### src/rtl/wb_port_arbiter.sv
// wb_port_arbiter
//
// Shares the single register-file write port between the in-order WB stage
// and a long-latency late-result path (divider, uncached load). Late results
// wait in a small FIFO until the port is free. A starvation counter forces a
// drain and stalls WB for one cycle when the FIFO has lost too often.
// Busy-query outputs let decode detect hazards against pending late writes.
//
// Optional feature macro: WB_ARB_BYPASS_EN
//   defined   -> a late result arriving while the port is idle and the FIFO
//                is empty is written in the same cycle (zero-latency bypass)
//   undefined -> every accepted late result is queued first
//
// Parameters:
//   DEPTH       late-result FIFO entries (power of 2, 2..8)
//   STARVE_MAX  lost arbitrations tolerated before a forced drain (1..15)
//
// Ports:
//   clk, rst                     clock, asynchronous active-high reset
//   WB_Valid/WB_Dst/WB_Result    WB stage write request
//   LR_Valid/LR_Dst/LR_Data      late-result offer
//   LR_Ready                     late result accepted (!full && !rst)
//   RF_We/RF_Waddr/RF_Wdata      register-file write port
//   WB_Stall                     WB lost the port and must hold
//   Q_Rs/Q_Rt                    decode source-register queries
//   Q_RsBusy/Q_RtBusy            queried register has a pending late write

module wb_port_arbiter #(
  parameter int DEPTH      = 2,
  parameter int STARVE_MAX = 4
) (
  input  logic        clk,
  input  logic        rst,
  input  logic        WB_Valid,
  input  logic [4:0]  WB_Dst,
  input  logic [31:0] WB_Result,
  input  logic        LR_Valid,
  input  logic [4:0]  LR_Dst,
  input  logic [31:0] LR_Data,
  output logic        LR_Ready,
  output logic        RF_We,
  output logic [4:0]  RF_Waddr,
  output logic [31:0] RF_Wdata,
  output logic        WB_Stall,
  input  logic [4:0]  Q_Rs,
  input  logic [4:0]  Q_Rt,
  output logic        Q_RsBusy,
  output logic        Q_RtBusy
);

  localparam int          PW         = $clog2(DEPTH);
  localparam logic [3:0]  STARVE_LIM = 4'(STARVE_MAX);
  localparam logic [PW:0] PTR_ONE    = {{PW{1'b0}}, 1'b1};

  // FIFO storage; per-entry valid bits make the busy query a simple scan
  logic [4:0]       dst_mem_r  [DEPTH];
  logic [31:0]      data_mem_r [DEPTH];
  logic [DEPTH-1:0] vld_r;

  // Pointers carry an extra wrap bit so full and empty are distinguishable
  logic [PW:0] wr_ptr_r;
  logic [PW:0] rd_ptr_r;
  logic [3:0]  starve_r;

  logic          empty_s;
  logic          full_s;
  logic          accept_s;
  logic          forced_s;
  logic          pop_s;
  logic          push_s;
  logic          bypass_s;
  logic          rs_hit_s;
  logic          rt_hit_s;
  logic [PW-1:0] wr_idx_s;
  logic [PW-1:0] rd_idx_s;

  assign wr_idx_s = wr_ptr_r[PW-1:0];
  assign rd_idx_s = rd_ptr_r[PW-1:0];

  // FIFO status from pointer equality and wrap bit
  always_comb begin
    empty_s = (wr_ptr_r == rd_ptr_r);
    full_s  = (wr_ptr_r[PW] != rd_ptr_r[PW]) && (wr_idx_s == rd_idx_s);
  end

  // LR_Ready stays low while full even if the head pops this cycle
  assign LR_Ready = !full_s && !rst;
  assign accept_s = LR_Valid && LR_Ready;
  assign forced_s = !empty_s && (starve_r == STARVE_LIM);

  // Port grant: forced drain > WB > queued head > (optional) bypass > idle
  always_comb begin
    RF_We    = 1'b0;
    RF_Waddr = 5'd0;
    RF_Wdata = 32'd0;
    WB_Stall = 1'b0;
    pop_s    = 1'b0;
    bypass_s = 1'b0;
    if (rst) begin
      RF_We = 1'b0;
    end else if (forced_s) begin
      // queued entries never carry $0, so the head always writes
      pop_s    = 1'b1;
      RF_We    = 1'b1;
      RF_Waddr = dst_mem_r[rd_idx_s];
      RF_Wdata = data_mem_r[rd_idx_s];
      WB_Stall = WB_Valid;
    end else if (WB_Valid) begin
      RF_We    = (WB_Dst != 5'd0);
      RF_Waddr = WB_Dst;
      RF_Wdata = WB_Result;
    end else if (!empty_s) begin
      pop_s    = 1'b1;
      RF_We    = 1'b1;
      RF_Waddr = dst_mem_r[rd_idx_s];
      RF_Wdata = data_mem_r[rd_idx_s];
`ifdef WB_ARB_BYPASS_EN
    end else if (accept_s) begin
      // FIFO is empty here; an accepted $0 result is swallowed by the bypass
      bypass_s = 1'b1;
      RF_We    = (LR_Dst != 5'd0);
      RF_Waddr = LR_Dst;
      RF_Wdata = LR_Data;
`endif
    end else begin
      RF_We = 1'b0;
    end
  end

  // Accepted results to $0 are dropped; bypassed results are not queued
  assign push_s = accept_s && (LR_Dst != 5'd0) && !bypass_s;

  // FIFO payload storage; validity is tracked separately under reset
  always_ff @(posedge clk) begin
    if (push_s) begin
      dst_mem_r[wr_idx_s]  <= LR_Dst;
      data_mem_r[wr_idx_s] <= LR_Data;
    end
  end

  // FIFO pointers, valid bits and starvation counter
  always_ff @(posedge clk or posedge rst) begin
    if (rst) begin
      wr_ptr_r <= '0;
      rd_ptr_r <= '0;
      vld_r    <= '0;
      starve_r <= 4'd0;
    end else begin
      // push and pop never target the same slot: push needs !full, pop !empty
      if (push_s) begin
        wr_ptr_r           <= wr_ptr_r + PTR_ONE;
        vld_r[wr_idx_s]    <= 1'b1;
      end
      if (pop_s) begin
        rd_ptr_r           <= rd_ptr_r + PTR_ONE;
        vld_r[rd_idx_s]    <= 1'b0;
      end
      if (empty_s || pop_s) begin
        starve_r <= 4'd0;
      end else if (starve_r != STARVE_LIM) begin
        starve_r <= starve_r + 4'd1;
      end
    end
  end

  // Busy query: pending FIFO entry or the late result currently offered
  always_comb begin
    rs_hit_s = 1'b0;
    rt_hit_s = 1'b0;
    for (int i = 0; i < DEPTH; i++) begin
      rs_hit_s = rs_hit_s | (vld_r[i] && (dst_mem_r[i] == Q_Rs));
      rt_hit_s = rt_hit_s | (vld_r[i] && (dst_mem_r[i] == Q_Rt));
    end
    Q_RsBusy = !rst && (Q_Rs != 5'd0) &&
               (rs_hit_s || (LR_Valid && (LR_Dst == Q_Rs)));
    Q_RtBusy = !rst && (Q_Rt != 5'd0) &&
               (rt_hit_s || (LR_Valid && (LR_Dst == Q_Rt)));
  end

endmodule

### config.mk
export PLATFORM = sky130hd
export DESIGN_NAME = wb_port_arbiter
export DESIGN_NICKNAME = d
export VERILOG_FILES = /design/src/rtl/wb_port_arbiter.sv
export SDC_FILE = /design/constraint.sdc
export NUM_CORES = 1
export LEC_CHECK = 0
export ABC_CLOCK_PERIOD_IN_PS = 4000
export CAP_MARGIN = 30
export CORE_AREA = 2 2 100 102
export CTS_BUF_LIST = sky130_fd_sc_hd__clkbuf_4 sky130_fd_sc_hd__clkbuf_8
export DETAILED_ROUTE_END_ITERATION = 12
export DIE_AREA = 0 0 102 104
export GPL_ROUTABILITY_DRIVEN = 0
export PLACE_DENSITY_LB_ADDON = 0.2
export SLEW_MARGIN = 20
export SYNTH_ARGS = -nofsm -noshare
export SYNTH_HDL_FRONTEND = slang
export SYNTH_SLANG_ARGS = --single-unit
export TNS_END_PERCENT = 10
### constraint.sdc
create_clock -name clk -period 4 [get_ports clk]
set_input_delay 1 -clock clk [delete_from_list [all_inputs] [get_ports clk]]
set_output_delay 1 -clock clk [all_outputs]
set_load 0.01 [all_outputs]
==> results.yml <==
logic_synthesis:
  synthesis.nets: 359
  yosys.cell_types.count: 37
  yosysWarningCount: 0
  syn_area_um2: 4120
  postSynthRegisterBits: 84
  synth_flop_cell: "sky130_fd_sc_hd__edfxtp_1"
  synth-seq-area-share: 0.600
  synthesis.instances: 269
  fraction_of_registers_with_async_set_reset: 0.119
  netlist_top_cells_area: "sky130_fd_sc_hd__edfxtp_1 (54%), sky130_fd_sc_hd__mux2i_1 (8.8%), sky130_fd_sc_hd__o2bb2ai_2 (7.3%), sky130_fd_sc_hd__dfrtp_1 (6.1%), sky130_fd_sc_hd__xor2_1 (5.7%)"
  synth_top_area_frac: 0.540
  yosys.area.top_type: "sky130_fd_sc_hd__edfxtp_1"
  synth_enable_flop_cells: 74
  syn_area_per_cell_um2: 15.3
power_and_ir_drop:
  static-leakage-power_nw: 2.12
  power_report.internal_total_mw: 1.98
  switching_share: 0.334
  vdd.ir_drop.worst_mv: 0.241
  comb_power_share: 0.413
  report.power.total_mw: 2.98
  cellPowerDensity_nw_per_um2: 511
  p_seq_frac: 0.409
  netSwitchingPower_mw: 0.994
  clock_power_share: 0.179
detailed_routing:
  detail_route.wl_per_cell_um: 16.5
  detail_route.drc_violations: 0
  drt.antenna.violating_nets: 0
  first_pass_iters: 4
  met2_length_um: 4410
  routed_wl_um: 9060
  dr.max_layer_used: "met4"
  drt_iter0_drc: 69
  route.layer.met1.wl_um: 3890
  num_vias: 2786
  detailroute.wirelength.met3_um: 616
  routed_via_density: 5.08
die:
  effective_utilization_at_floorplan: 0.431
  std_cell_rows: 36
  placeable_core_region_um2: 9550
  ios: 130
  dieArea_um2: 10600
  die_y_um: 104
  die_x_um: 102
cells_and_area:
  layout-drive-gt1-share: 0.140
  syn_to_final_growth_pct: 41.7
  design_area_um2: 5830
  number_of_cells_in_the_finished_layout_apart_from_fillers: 548
  insertedDiodeCount: 0
  nNetsFinal: 500
  postLayoutCoreUtil: 0.611
timing:
  achievable-frequency_ghz: 0.255
  fin_crit_ps: 3930
  grt_setup_unrepaired: "true"
  clock_skew_ps: 11.0
  final_min_period_over_clock_period: 0.982
  worst_pin_slew_ps: 680
  final_setup_violating_endpoints: 0
  postLayoutSetupSlackWorst_ps: 73.9
  hold_violations: 0
  report.final.slew_viol_count: 0
  relative_slew_slack: 0.546
placed_design:
  buffer_ports.inserted: 129
  place_inst: 531
  dpl-instance-area_um2: 5620
  place.detailed.hpwl_um: 6580
  pre_cts_slack_ps: 32.8
setup_path:
  cpLargestDelayFamily: "buffers and inverters"
  worst-endpoint-arrival_ps: 2930
  end_kind: "primary output"
  worst-setup-path-type: "input port to primary output"
  crit_path_max_incr_delay_ps: 560
  critPathLaunchType: "input port"
  worst_endpoint_required_time_ps: 3000
  crit_path_max_fanout: 20
  critical_path.cell_chain: "clkdlybuf4s50_1, or3b_2, buf_6, o2bb2ai_1, clkdlybuf4s50_1"
  timing.reg2reg.setup_slack_ps: 1940
  critical_path.slowest_cell: "sky130_fd_sc_hd__clkdlybuf4s50_1"
  crit_path_frequent_cell: "sky130_fd_sc_hd__clkdlybuf4s50_1"
  worst-path-buf-inv: 3
grt:
  antenna_found_initial: 0
  pin_count_of_the_biggest_net_entering_global_routing: 41
  globalRouteOverflowTotal: 0
  grt.total_usage: 0.175
  grt_first_pass_wirelength_um: 14400
  first_global_vias: 2975
cts:
  max-clock-path-buffers: 2
  clock_sink_count: 84
  tritoncts: "done"
  cts.hold.buffers_added: 0
  numCtsBuffers: 9
  clkLatencyLatePin_ps: 350
  h_tree_lvls: 3
  cts.root.buffer_cell: "sky130_fd_sc_hd__clkbuf_8"
  cts.reportedPaths.clkPinSlew_ps: 80
min_path:
  timing.hold.worst.class: "flop to flop"
outcome:
  status: "finished clean"
job:
  cap_violations: 0
## power groups by stage
stage	clock (mW)	sequential [mW]	combinational, mW
after global placement	0	1.23	1.23
after floorplan	0	1.22	0.764
after detailed placement	0	1.24	1.24
after global routing	0.579	1.23	1.34
final	0.532	1.22	1.23
after CTS	0.546	1.22	1.25
## cell families (layout without fill, tap and decap cells)
logic type                 after synthesis  count (layout)  share of synthesized area
adders and majority gates                2               2                    0.00608
muxes                                   37              37                     0.0902
and+or+nand+nor                         34              34                     0.0532
AOI/OAI and AO/OA                       54              54                      0.136
buffers and inverters                   20             166                     0.0337
xor gates and xnor gates                38              38                     0.0808
DFF                                     84              84                      0.600
## area by class of cell
class | count | area (um2)
Clock buffer | 10 | 131
Inverter | 5 | 18.8
Fill cell | 780 | 3720
Tap cell | 133 | 166
Multi-Input combinational cell | 165 | 1530
Clock inverter | 6 | 40.0
Sequential cell | 84 | 2470
Timing Repair Buffer | 145 | 1470
## registers in the layout, summed over array words and instances (netlist names)
signal / flops
data_mem_r: 64
dst_mem_r: 10
starve_r: 4
rd_ptr_r: 2
vld_r: 2
wr_ptr_r: 2
## synthesized netlist by cell type, types with 2 or more instances
library cell                count
sky130_fd_sc_hd__buf_6          7
sky130_fd_sc_hd__ha_1           2
sky130_fd_sc_hd__o211ai_1       2
sky130_fd_sc_hd__edfxtp_1      74
sky130_fd_sc_hd__nor3_1         3
sky130_fd_sc_hd__xor2_1        27
sky130_fd_sc_hd__buf_4          3
sky130_fd_sc_hd__dfrtp_1       10
sky130_fd_sc_hd__a21oi_1        3
sky130_fd_sc_hd__clkbuf_1       5
sky130_fd_sc_hd__nand3_1        9
sky130_fd_sc_hd__mux2i_1       36
sky130_fd_sc_hd__nor2_1         2
sky130_fd_sc_hd__a31oi_1        2
sky130_fd_sc_hd__inv_1          5
sky130_fd_sc_hd__o21a_1         2
sky130_fd_sc_hd__nand2_1        2
sky130_fd_sc_hd__o21ai_0        2
sky130_fd_sc_hd__or4_1          4
sky130_fd_sc_hd__o2bb2ai_1     16
sky130_fd_sc_hd__xnor2_1       11
sky130_fd_sc_hd__nor4_1         6
sky130_fd_sc_hd__o2bb2ai_2     20
sky130_fd_sc_hd__o21ai_1        3
## per-stage QoR
step	TNS, ps	hold slack (ps)
floorplan	0	460
global placement	0	475
detailed placement	0	494
CTS	0	510
global route	-3.89	527
finish	0	502
## worst register-to-register path: stages, from the launching register on
cell and delay, ps:
sky130_fd_sc_hd__dfrtp_1 440, sky130_fd_sc_hd__xnor2_1 160, sky130_fd_sc_hd__a21o_1 280, sky130_fd_sc_hd__nor3_4 570
sky130_fd_sc_hd__buf_4 320
## per-layer routing
metal	track usage	up-vias
li1	-	1335
met1	0.218	1320
met2	0.291	115
met3	0.0417	16
met4	0.0676	0
met5	0	-
## placed cells by master, fill, tap and decap left out, drive strengths merged, types with 2 or more instances in the layout
| cell | netlist | final |
|---|---|---|
| or4 | 4 | 4 |
| dfrtp | 10 | 10 |
| a21oi | 3 | 3 |
| clkinv | 0 | 2 |
| edfxtp | 74 | 74 |
| nor2 | 2 | 2 |
| xnor2 | 11 | 11 |
| ha | 2 | 2 |
| clkbuf | 5 | 10 |
| nand2 | 2 | 2 |
| nor4 | 6 | 6 |
| clkdlybuf4s50 | 0 | 124 |
| o2bb2ai | 36 | 36 |
| nor3 | 4 | 4 |
| o211ai | 2 | 2 |
| o21a | 2 | 2 |
| nand3b | 2 | 2 |
| clkinvlp | 0 | 3 |
| o21ai | 5 | 5 |
| a31oi | 2 | 2 |
| xor2 | 27 | 27 |
| nand3 | 9 | 9 |
| inv | 5 | 6 |
| mux2i | 36 | 36 |
| dlymetal6s2s | 0 | 5 |
| buf | 10 | 16 |
## timing repair
action / CTS / global route
setup endpoints to repair: 0 / 23
setup buffers: 0 / 0
gates resized for setup: 0 / 8
endpoints found under the hold margin: 0 / 0
## path summary, 6_finish.rpt
check                                        start                           to  depth (start not counted)
max                                            rst                 RF_Wdata[19]                          5
min in group asynchronous                      rst      wr_ptr_r[1]$_DFFE_PP0N_                          3
max in group asynchronous                      rst      rd_ptr_r[0]$_DFFE_PP0P_                          3
max reg2reg                wr_ptr_r[0]$_DFFE_PP0N_  data_mem_r[0][24]$_DFFE_PP_                          4
min                        rd_ptr_r[1]$_DFFE_PP0P_      rd_ptr_r[1]$_DFFE_PP0P_                          1
min reg2reg                rd_ptr_r[1]$_DFFE_PP0P_      rd_ptr_r[1]$_DFFE_PP0P_                          1
(Power assumes the default switching activity.)
